**config.mk**
```make
export PLATFORM = sky130hd
export DESIGN_NAME = mix_column_engine
export DESIGN_NICKNAME = d
export VERILOG_FILES = /design/src/rtl/aes_pkg.sv /design/src/rtl/mix_single_column.sv /design/src/rtl/mix_column_engine.sv
export SDC_FILE = /design/constraint.sdc
export NUM_CORES = 1
export LEC_CHECK = 0
export CAP_MARGIN = 10
export CORE_ASPECT_RATIO = 0.5
export CORE_UTILIZATION = 56
export CTS_BUF_LIST = sky130_fd_sc_hd__clkbuf_4
export DETAILED_ROUTE_END_ITERATION = 16
export PLACE_DENSITY = 0.82
export REMOVE_ABC_BUFFERS = 1
export SETUP_SLACK_MARGIN = 0.2
export SLEW_MARGIN = 20
export SYNTH_ARGS = -nofsm -noshare
export SYNTH_HDL_FRONTEND = slang
export SYNTH_SLANG_ARGS = --single-unit
```
**constraint.sdc**
```tcl
create_clock -name clk -period 21.6 [get_ports clk]
set_input_delay 4.32 -clock clk [delete_from_list [all_inputs] [get_ports clk]]
set_output_delay 4.32 -clock clk [all_outputs]
set_load 0.05 [all_outputs]
```
**src/rtl/aes_pkg.sv**
```systemverilog
// rtl/aes_pkg.sv - GF(2^8) helpers and FSM encodings for the MixColumns engine
package aes_pkg;

    localparam logic [7:0] AES_POLY = 8'h1B;

    localparam logic [1:0] ENC_IDLE = 2'd0;
    localparam logic [1:0] ENC_RUN  = 2'd1;
    localparam logic [1:0] ENC_DONE = 2'd2;

    typedef enum logic [1:0] {
        IDLE = ENC_IDLE,
        RUN  = ENC_RUN,
        DONE = ENC_DONE
    } state_t;

    function automatic logic [7:0] xtime(input logic [7:0] b);
        return {b[6:0], 1'b0} ^ (b[7] ? AES_POLY : 8'h00);
    endfunction

    function automatic logic [7:0] gmul2(input logic [7:0] b);
        return xtime(b);
    endfunction

    function automatic logic [7:0] gmul3(input logic [7:0] b);
        return xtime(b) ^ b;
    endfunction

    function automatic logic [7:0] gmul9(input logic [7:0] b);
        return xtime(xtime(xtime(b))) ^ b;
    endfunction

    function automatic logic [7:0] gmul11(input logic [7:0] b);
        return xtime(xtime(xtime(b))) ^ xtime(b) ^ b;
    endfunction

    function automatic logic [7:0] gmul13(input logic [7:0] b);
        return xtime(xtime(xtime(b))) ^ xtime(xtime(b)) ^ b;
    endfunction

    function automatic logic [7:0] gmul14(input logic [7:0] b);
        return xtime(xtime(xtime(b))) ^ xtime(xtime(b)) ^ xtime(b);
    endfunction

endpackage

```
**src/rtl/mix_single_column.sv**
```systemverilog
// rtl/mix_single_column.sv - combinational MixColumns / InvMixColumns of one 32-bit column
module mix_single_column
    import aes_pkg::*;
(
    input  logic [31:0] col_in,
    input  logic        dec,
    output logic [31:0] col_out
);

    // Every output row is the first matrix row applied to a rotated column.
    function automatic logic [7:0] mix_row(input logic [7:0] a0, input logic [7:0] a1,
                                           input logic [7:0] a2, input logic [7:0] a3,
                                           input logic inv);
        if (inv)
            return gmul14(a0) ^ gmul11(a1) ^ gmul13(a2) ^ gmul9(a3);
        else
            return gmul2(a0) ^ gmul3(a1) ^ a2 ^ a3;
    endfunction

    logic [7:0] b0, b1, b2, b3;

    assign b0 = col_in[31:24];
    assign b1 = col_in[23:16];
    assign b2 = col_in[15:8];
    assign b3 = col_in[7:0];

    assign col_out = {mix_row(b0, b1, b2, b3, dec),
                      mix_row(b1, b2, b3, b0, dec),
                      mix_row(b2, b3, b0, b1, dec),
                      mix_row(b3, b0, b1, b2, dec)};

endmodule

```
**src/rtl/mix_column_engine.sv**
```systemverilog
// rtl/mix_column_engine.sv - sequential MixColumns/InvMixColumns with fused AddRoundKey
module mix_column_engine
    import aes_pkg::*;
#(
    parameter int COLS_PER_CYCLE = 1,
    parameter bit ADD_KEY        = 1'b1
) (
    input  logic         clk,
    input  logic         rst,
    input  logic         in_valid,
    output logic         in_ready,
    input  logic [127:0] in_state,
    input  logic [127:0] in_key,
    input  logic         dec,
    output logic         out_valid,
    input  logic         out_ready,
    output logic [127:0] out_state,
    output logic         busy
);

    if (COLS_PER_CYCLE != 1 && COLS_PER_CYCLE != 2 && COLS_PER_CYCLE != 4) begin : g_bad_cols
        $error("mix_column_engine: COLS_PER_CYCLE must be 1, 2 or 4");
    end

    localparam int         N    = 4 / COLS_PER_CYCLE;
    localparam logic [1:0] LAST = 2'(N - 1);

    state_t              state;
    logic [1:0]          cnt;
    logic                dec_q;
    logic [0:3][31:0]    st_q;
    logic [0:3][31:0]    key_q;
    logic [0:3][31:0]    key_eff;
    logic [0:3][31:0]    acc_q;
    logic [0:3][31:0]    acc_next;
    logic [0:3][31:0]    out_q;
    logic [1:0]          base;
    logic                accept;

    logic [1:0]          col_idx [COLS_PER_CYCLE];
    logic [31:0]         col_r   [COLS_PER_CYCLE];

    assign key_eff   = ADD_KEY ? key_q : '0;
    assign base      = cnt * 2'(COLS_PER_CYCLE);
    assign in_ready  = (state == IDLE) || (state == DONE && out_ready);
    assign accept    = in_valid && in_ready;
    assign out_valid = (state == DONE);
    assign busy      = (state == RUN);
    assign out_state = out_q;

    // Key goes in before the inverse transform and after the forward one.
    for (genvar g = 0; g < COLS_PER_CYCLE; g++) begin : g_col
        logic [31:0] col_x;
        logic [31:0] col_y;

        assign col_idx[g] = base + 2'(g);
        assign col_x      = dec_q ? (st_q[col_idx[g]] ^ key_eff[col_idx[g]]) : st_q[col_idx[g]];
        assign col_r[g]   = dec_q ? col_y : (col_y ^ key_eff[col_idx[g]]);

        mix_single_column u_mix (
            .col_in  (col_x),
            .dec     (dec_q),
            .col_out (col_y)
        );
    end

    always_comb begin
        acc_next = acc_q;
        for (int g = 0; g < COLS_PER_CYCLE; g++) begin
            acc_next[col_idx[g]] = col_r[g];
        end
    end

    always_ff @(posedge clk or posedge rst) begin
        if (rst) begin
            state <= IDLE;
            cnt   <= '0;
            dec_q <= 1'b0;
            st_q  <= '0;
            key_q <= '0;
            acc_q <= '0;
            out_q <= '0;
        end else begin
            case (state)
                IDLE: ;
                RUN: begin
                    acc_q <= acc_next;
                    if (cnt == LAST) begin
                        out_q <= acc_next;
                        state <= DONE;
                    end else begin
                        cnt <= cnt + 2'd1;
                    end
                end
                DONE: begin
                    if (out_ready)
                        state <= IDLE;
                end
                default: state <= IDLE;
            endcase

            // A retiring DONE and a fresh capture can share the same edge.
            if (accept) begin
                st_q  <= in_state;
                key_q <= in_key;
                dec_q <= dec;
                cnt   <= '0;
                state <= RUN;
            end
        end
    end

endmodule
```
; ---- Word level (Yosys, flattened, before mapping)
; Index checks and enable logic that the tools add are counted.
; Widths: inputs -> output; s select.
[totals]
reg_bits = 517
input_bits = 261
out_inout_bits = 131
wordCells = 139
[op_classes]
add_sub_neg = 1
order_cmp = 2
n_eq_ne = 7
mux = 34
bitwise_logic = 67
n_reduce_logical = 9
[ops]
columns = cell, n
row1 = $xor 8x8->8, 62
row2 = $mux 32, 7
row3 = $bmux 32 s2, 2
row4 = $bwmux 128, 1
row5 = $demux 32 s2, 1
row6 = $xor 32x32->32, 2
row7 = $mux 5, 12
row8 = $mux 8, 4
row9 = $xor 8x5->8, 2
row10 = $mux 2, 6
row11 = $ne 3x1->1 const B, 2
row12 = $pmux 2 s3, 1
row13 = $eq 2x2->1 const B, 2
row14 = $ne 2x2->1 const B, 2
row15 = $reduce_and 2->1, 2
row16 = $ge 3x3->1 const B, 1
row17 = $logic_and 1x1->1, 3
row18 = $lt 3x1->1 const B, 1
row19 = $not 2->3, 1
row20 = $reduce_and 3->1, 1
row21 = $add 2x1->2 const B, 1
row22 = $eq 2x1->1 const B, 1
row23 = $logic_not 2->1, 1
row24 = $reduce_bool 2->1, 1
row25 = $logic_or 1x1->1, 1

; ---- Logic depth before layout (Yosys ltp)
[depth]
word_depth = 21
mapped_depth = 16
mapped_depth_nobuf = 10

; ---- Hierarchy
; From an unflattened synthesis, not the netlist that was laid out.
[hier_totals]
hier_cells = 2020
hier_area_um2 = 24654.9
[by_module_without_submodules]
columns = mod, n_inst, cells_per_inst, area_per_inst_um2, seq_area_each_um2
row1 = mix_column_engine, 1, 1738, 22167.5, 12136.6
row2 = mix_single_column, 1, 282, 2487.4, 0.0

; ---- Worst setup path before layout
; No wires, ideal clock.
[synth_path]
path_kind = input-to-output
startpoint = input port out_ready
endpoint = output port in_ready
t_arrival_ns = 5.133
required_time_ns = 17.280
path_slack_ns = 12.147
stages = 2
cell_sequence = inv_1 a21oi_1
[synth_via]
elab_chain_cells = 2
[synth_rtl]
columns = element, line_no
row1 = from (decl), mix_column_engine.sv:16  ; input logic out_ready,
row2 = $logic_and 1x1->1, mix_column_engine.sv:45  ; assign in_ready = (state == IDLE) || (state == DONE && out_ready);
row3 = $logic_or 1x1->1, mix_column_engine.sv:45
row4 = to (decl), mix_column_engine.sv:11  ; output logic in_ready,
; Every way passes these cells.

; ---- Worst setup path in the final report
; Ends and elaborated chain as after synthesis.

==> load_flow_metrics.sql <==
INSERT INTO impl_metrics (metric_group, metric, value, unit) VALUES
('setup_path', 'path_cells', 'clkdlybuf4s50_1, inv_1, a21oi_1, clkdlybuf4s50_1', ''),
('setup_path', 'count_of_buffering_cells_on_the_critical_path_with_inverters_included', '3', ''),
('setup_path', 'regToRegSetupSlack', '16.18', 'ns'),
('die', 'die_width', '304', 'um'),
('detailed_routing', 'via_count', '17800', ''),
('clock_network', 'cts.clk_slew.worst_paths', '0.06', 'ns'),
('setup_path', 'timing.critical_path.slowest_cell_delay', '0.85', 'ns'),
('setup_path', 'r2r_end', 'acc_q[107]', ''),
('clock_network', 'cts_max_level', '3', ''),
('setup_path', 'worstRegToRegCells', '11', ''),
('die', 'die_outline_area', '46600', 'um2'),
('die', 'die-height', '153', 'um'),
('synthesis', 'ys_seq_area_frac', '0.474', ''),
('detailed_routing', 'drt-wirelength-per-cell', '21.4', 'um'),
('sta', 'final-hold-violation-count', '0', ''),
('clock_network', 'clkSinkCount', '485', ''),
('synthesis', 'synth.avg_cell_area', '12.2', 'um2'),
('sta', 'worst_pin_slew', '1.07', 'ns'),
('cells_and_area', 'final_cells', '3149', ''),
('global_route', 'global_route_usage_over_all_layers', '0.292', ''),
('synthesis', 'yosys_most_used_dff', 'sky130_fd_sc_hd__dfrtp_1', ''),
('detailed_routing', 'route.met3.wl', '3.89', 'mm'),
('cells_and_area', 'final_cell_mix', '482 x sky130_fd_sc_hd__dfrtp_1, 391 x sky130_fd_sc_hd__clkdlybuf4s50_1, 273 x sky130_fd_sc_hd__mux2_2, 200 x sky130_fd_sc_hd__nand2_1, 185 x sky130_fd_sc_hd__xnor2_1', ''),
('synthesis', 'syn_inst', '2098', ''),
('worst_hold_path', 'hold_class', 'flip-flop to flip-flop', ''),
('sta', 'period_share', '0.472', ''),
('setup_path', 'critical_path.endpoint', 'in_ready', ''),
('sta', 'timing.final.crit_period', '10.20', 'ns'),
('die', 'std_cell_rows', '54', ''),
('clock_network', 'cts_hold_repair.buffers', '0', ''),
('clock_network', 'count_of_cells_resized_by_post_cts_repair', '0', ''),
('detailed_routing', 'avgViaCountPerCell', '5.65', ''),
('synthesis', 'netlist_area', '25600', 'um2'),
('synthesis', 'synth.ff_latch_count', '485', ''),
('die', 'boundaryPins', '392', ''),
('cells_and_area', 'drive_gt1_frac', '0.233', ''),
('sta', 'grt_setup_unrepaired', 'no', ''),
('global_route', 'global_route.overflow_total', '0', ''),
('setup_path', 'worstSetupEndpointType', 'output port', ''),
('sta', 'slew_violations', '0', ''),
('sta', 'max_slew_margin', '0.288', ''),
('sta', 'setup_viol', '0', ''),
('sta', 'fmax', '98.0', 'MHz'),
('setup_path', 'crit-reg2reg-launch', 'cnt[0]', ''),
('detailed_routing', 'top_layer', 'met4', ''),
('setup_path', 'startpoint', 'out_ready', ''),
('detailed_routing', 'dr_wl_met2', '33.2', 'mm'),
('detailed_routing', 'route.layer.met1.wl', '29.2', 'mm'),
('setup_path', 'start_kind', 'primary input', ''),
('global_route', 'first_pass_grt_wire_length', '105', 'mm'),
('setup_path', 'critical_path_start_end_classification', 'primary input to output port', ''),
('cells_and_area', 'post_layout_net_count', '2742', ''),
('flow_run', 'max_cap_violations', '0', ''),
('detailed_routing', 'drt_first_iter_violations', '1762', ''),
('cells_and_area', 'area.growth.synth_to_final', '21.9', '%'),
('global_route', 'grt_max_degree', '192', ''),
('setup_path', 'arrival', '5.88', 'ns'),
('synthesis', 'synth-edff-count', '0', ''),
('status', 'status', 'finished clean', ''),
('synthesis', 'ys_warn_count', '0', ''),
('cells_and_area', 'most_frequent_standard_cell_in_the_layout_excluding_fill_and_tap_cells', 'sky130_fd_sc_hd__dfrtp_1', ''),
('setup_path', 'worst_path_max_delay_cell', 'sky130_fd_sc_hd__clkdlybuf4s50_1', ''),
('clock_network', 'cts_made_buffers', '107', ''),
('global_route', 'antenna_found_initial', '5', ''),
('placement', 'placed_cells_incl_taps', '2956', ''),
('die', 'placeableCoreArea', '44300', 'um2'),
('detailed_routing', 'drt_wl_total', '67.5', 'mm'),
('global_route', 'first_global_vias', '18000', ''),
('setup_path', 'worstSetupPathDepth', '4', ''),
('setup_path', 'crit_family', 'buffers and inverters', ''),
('sta', 'setup_tns', '0', 'ns');
-- area by class of cell --
class | instances | area, um2 | area share
inverters | 11 | 48.8 | 0.00156
diodes | 5 | 12.5 | 0.000401
flip-flops and latches | 485 | 12100 | 0.389
repair buffers | 408 | 4070 | 0.131
clock inverters | 27 | 189 | 0.00606
multi-input cells | 1464 | 12800 | 0.410
clock buffers | 161 | 1210 | 0.0388
well taps | 588 | 736 | 0.0236
-- worst min path at each step --
| stage | from | end | slack [ns] | cells after the start |
|---|---|---|---|---|
| finish | acc_q[110] | acc_q[110] | 0.47 | 2 |
| global route | acc_q[78] | acc_q[78] | 0.49 | 2 |
| CTS | acc_q[110] | acc_q[110] | 0.48 | 2 |
| detailed placement | acc_q[113] | acc_q[113] | 0.46 | 2 |
| global placement | acc_q[113] | acc_q[113] | 0.45 | 2 |
| floorplan | acc_q[107] | acc_q[107] | 0.44 | 2 |
-- metal layers --
metal  up-vias  track usage
met5         -            0
met2       546        0.472
met4         0       0.0835
met3        98       0.0563
li1       8065            -
met1      9095        0.406
-- state kept, by name, summed over array words and instances (netlist names) --
signal,flops
cnt,2
key_eff,128
st_q,128
out_state,128
state,2
acc_q,96
dec_q,1
-- worst register-to-register path, stage by stage, from the launching register on --
cell and delay [ns]:
sky130_fd_sc_hd__dfrtp_4 0.64, sky130_fd_sc_hd__buf_4 0.67, sky130_fd_sc_hd__inv_2 0.48, sky130_fd_sc_hd__mux4_2 0.48, sky130_fd_sc_hd__nand2_1 0.07, sky130_fd_sc_hd__xnor2_1 0.68
sky130_fd_sc_hd__xor2_1 0.27, sky130_fd_sc_hd__xnor3_1 0.48, sky130_fd_sc_hd__xnor3_1 0.29, sky130_fd_sc_hd__a21oi_1 0.08, sky130_fd_sc_hd__xnor2_1 0.81, sky130_fd_sc_hd__o21ai_0 0.27
-- cells in the mapped netlist, types with 23 or more instances --
library cell | number | area [um2]
sky130_fd_sc_hd__xnor3_1 | 26 | 586
sky130_fd_sc_hd__nor2_1 | 79 | 297
sky130_fd_sc_hd__o21ai_0 | 82 | 410
sky130_fd_sc_hd__and3_1 | 51 | 319
sky130_fd_sc_hd__xnor2_2 | 23 | 374
sky130_fd_sc_hd__a21o_1 | 23 | 173
sky130_fd_sc_hd__xor2_1 | 134 | 1170
sky130_fd_sc_hd__xnor2_1 | 185 | 1620
sky130_fd_sc_hd__mux4_2 | 67 | 1510
sky130_fd_sc_hd__a21oi_1 | 88 | 440
sky130_fd_sc_hd__mux2_2 | 273 | 3070
sky130_fd_sc_hd__clkbuf_1 | 103 | 387
sky130_fd_sc_hd__dfrtp_1 | 485 | 12100
sky130_fd_sc_hd__nand2_1 | 204 | 766
sky130_fd_sc_hd__mux2i_1 | 38 | 380
sky130_fd_sc_hd__o21ai_1 | 76 | 380
-- through the flow --
step           setup slack [ns]   util  instance area, um2
6_report                  11.40  0.704               31200
5_1_grt                   11.34  0.704               31200
4_1_cts                   11.39  0.703               31200
3_5_place_dp              11.40  0.672               29800
3_3_place_gp              11.45  0.672               29800
2_1_floorplan              3.75      -               24900
-- kinds of logic (layout without fill, tap and decap cells) --
| group | count (synthesis) | in the layout | share of synthesized area |
|---|---|---|---|
| buffers and inverters | 149 | 607 | 0.0276 |
| AND/OR/NAND/NOR | 350 | 350 | 0.0575 |
| adder cells (fa/ha/maj) | 4 | 4 | 0.00196 |
| flip-flops | 485 | 485 | 0.474 |
| other | 0 | 5 | 0 |
| XOR/XNOR | 393 | 393 | 0.166 |
| multiplexers | 382 | 382 | 0.196 |
| AO/OA/AOI/OAI | 335 | 335 | 0.0761 |
Power is left out: the tool's default activity adds up to more than one toggle a clock period on the data nets, which glitch-free logic cannot reach.
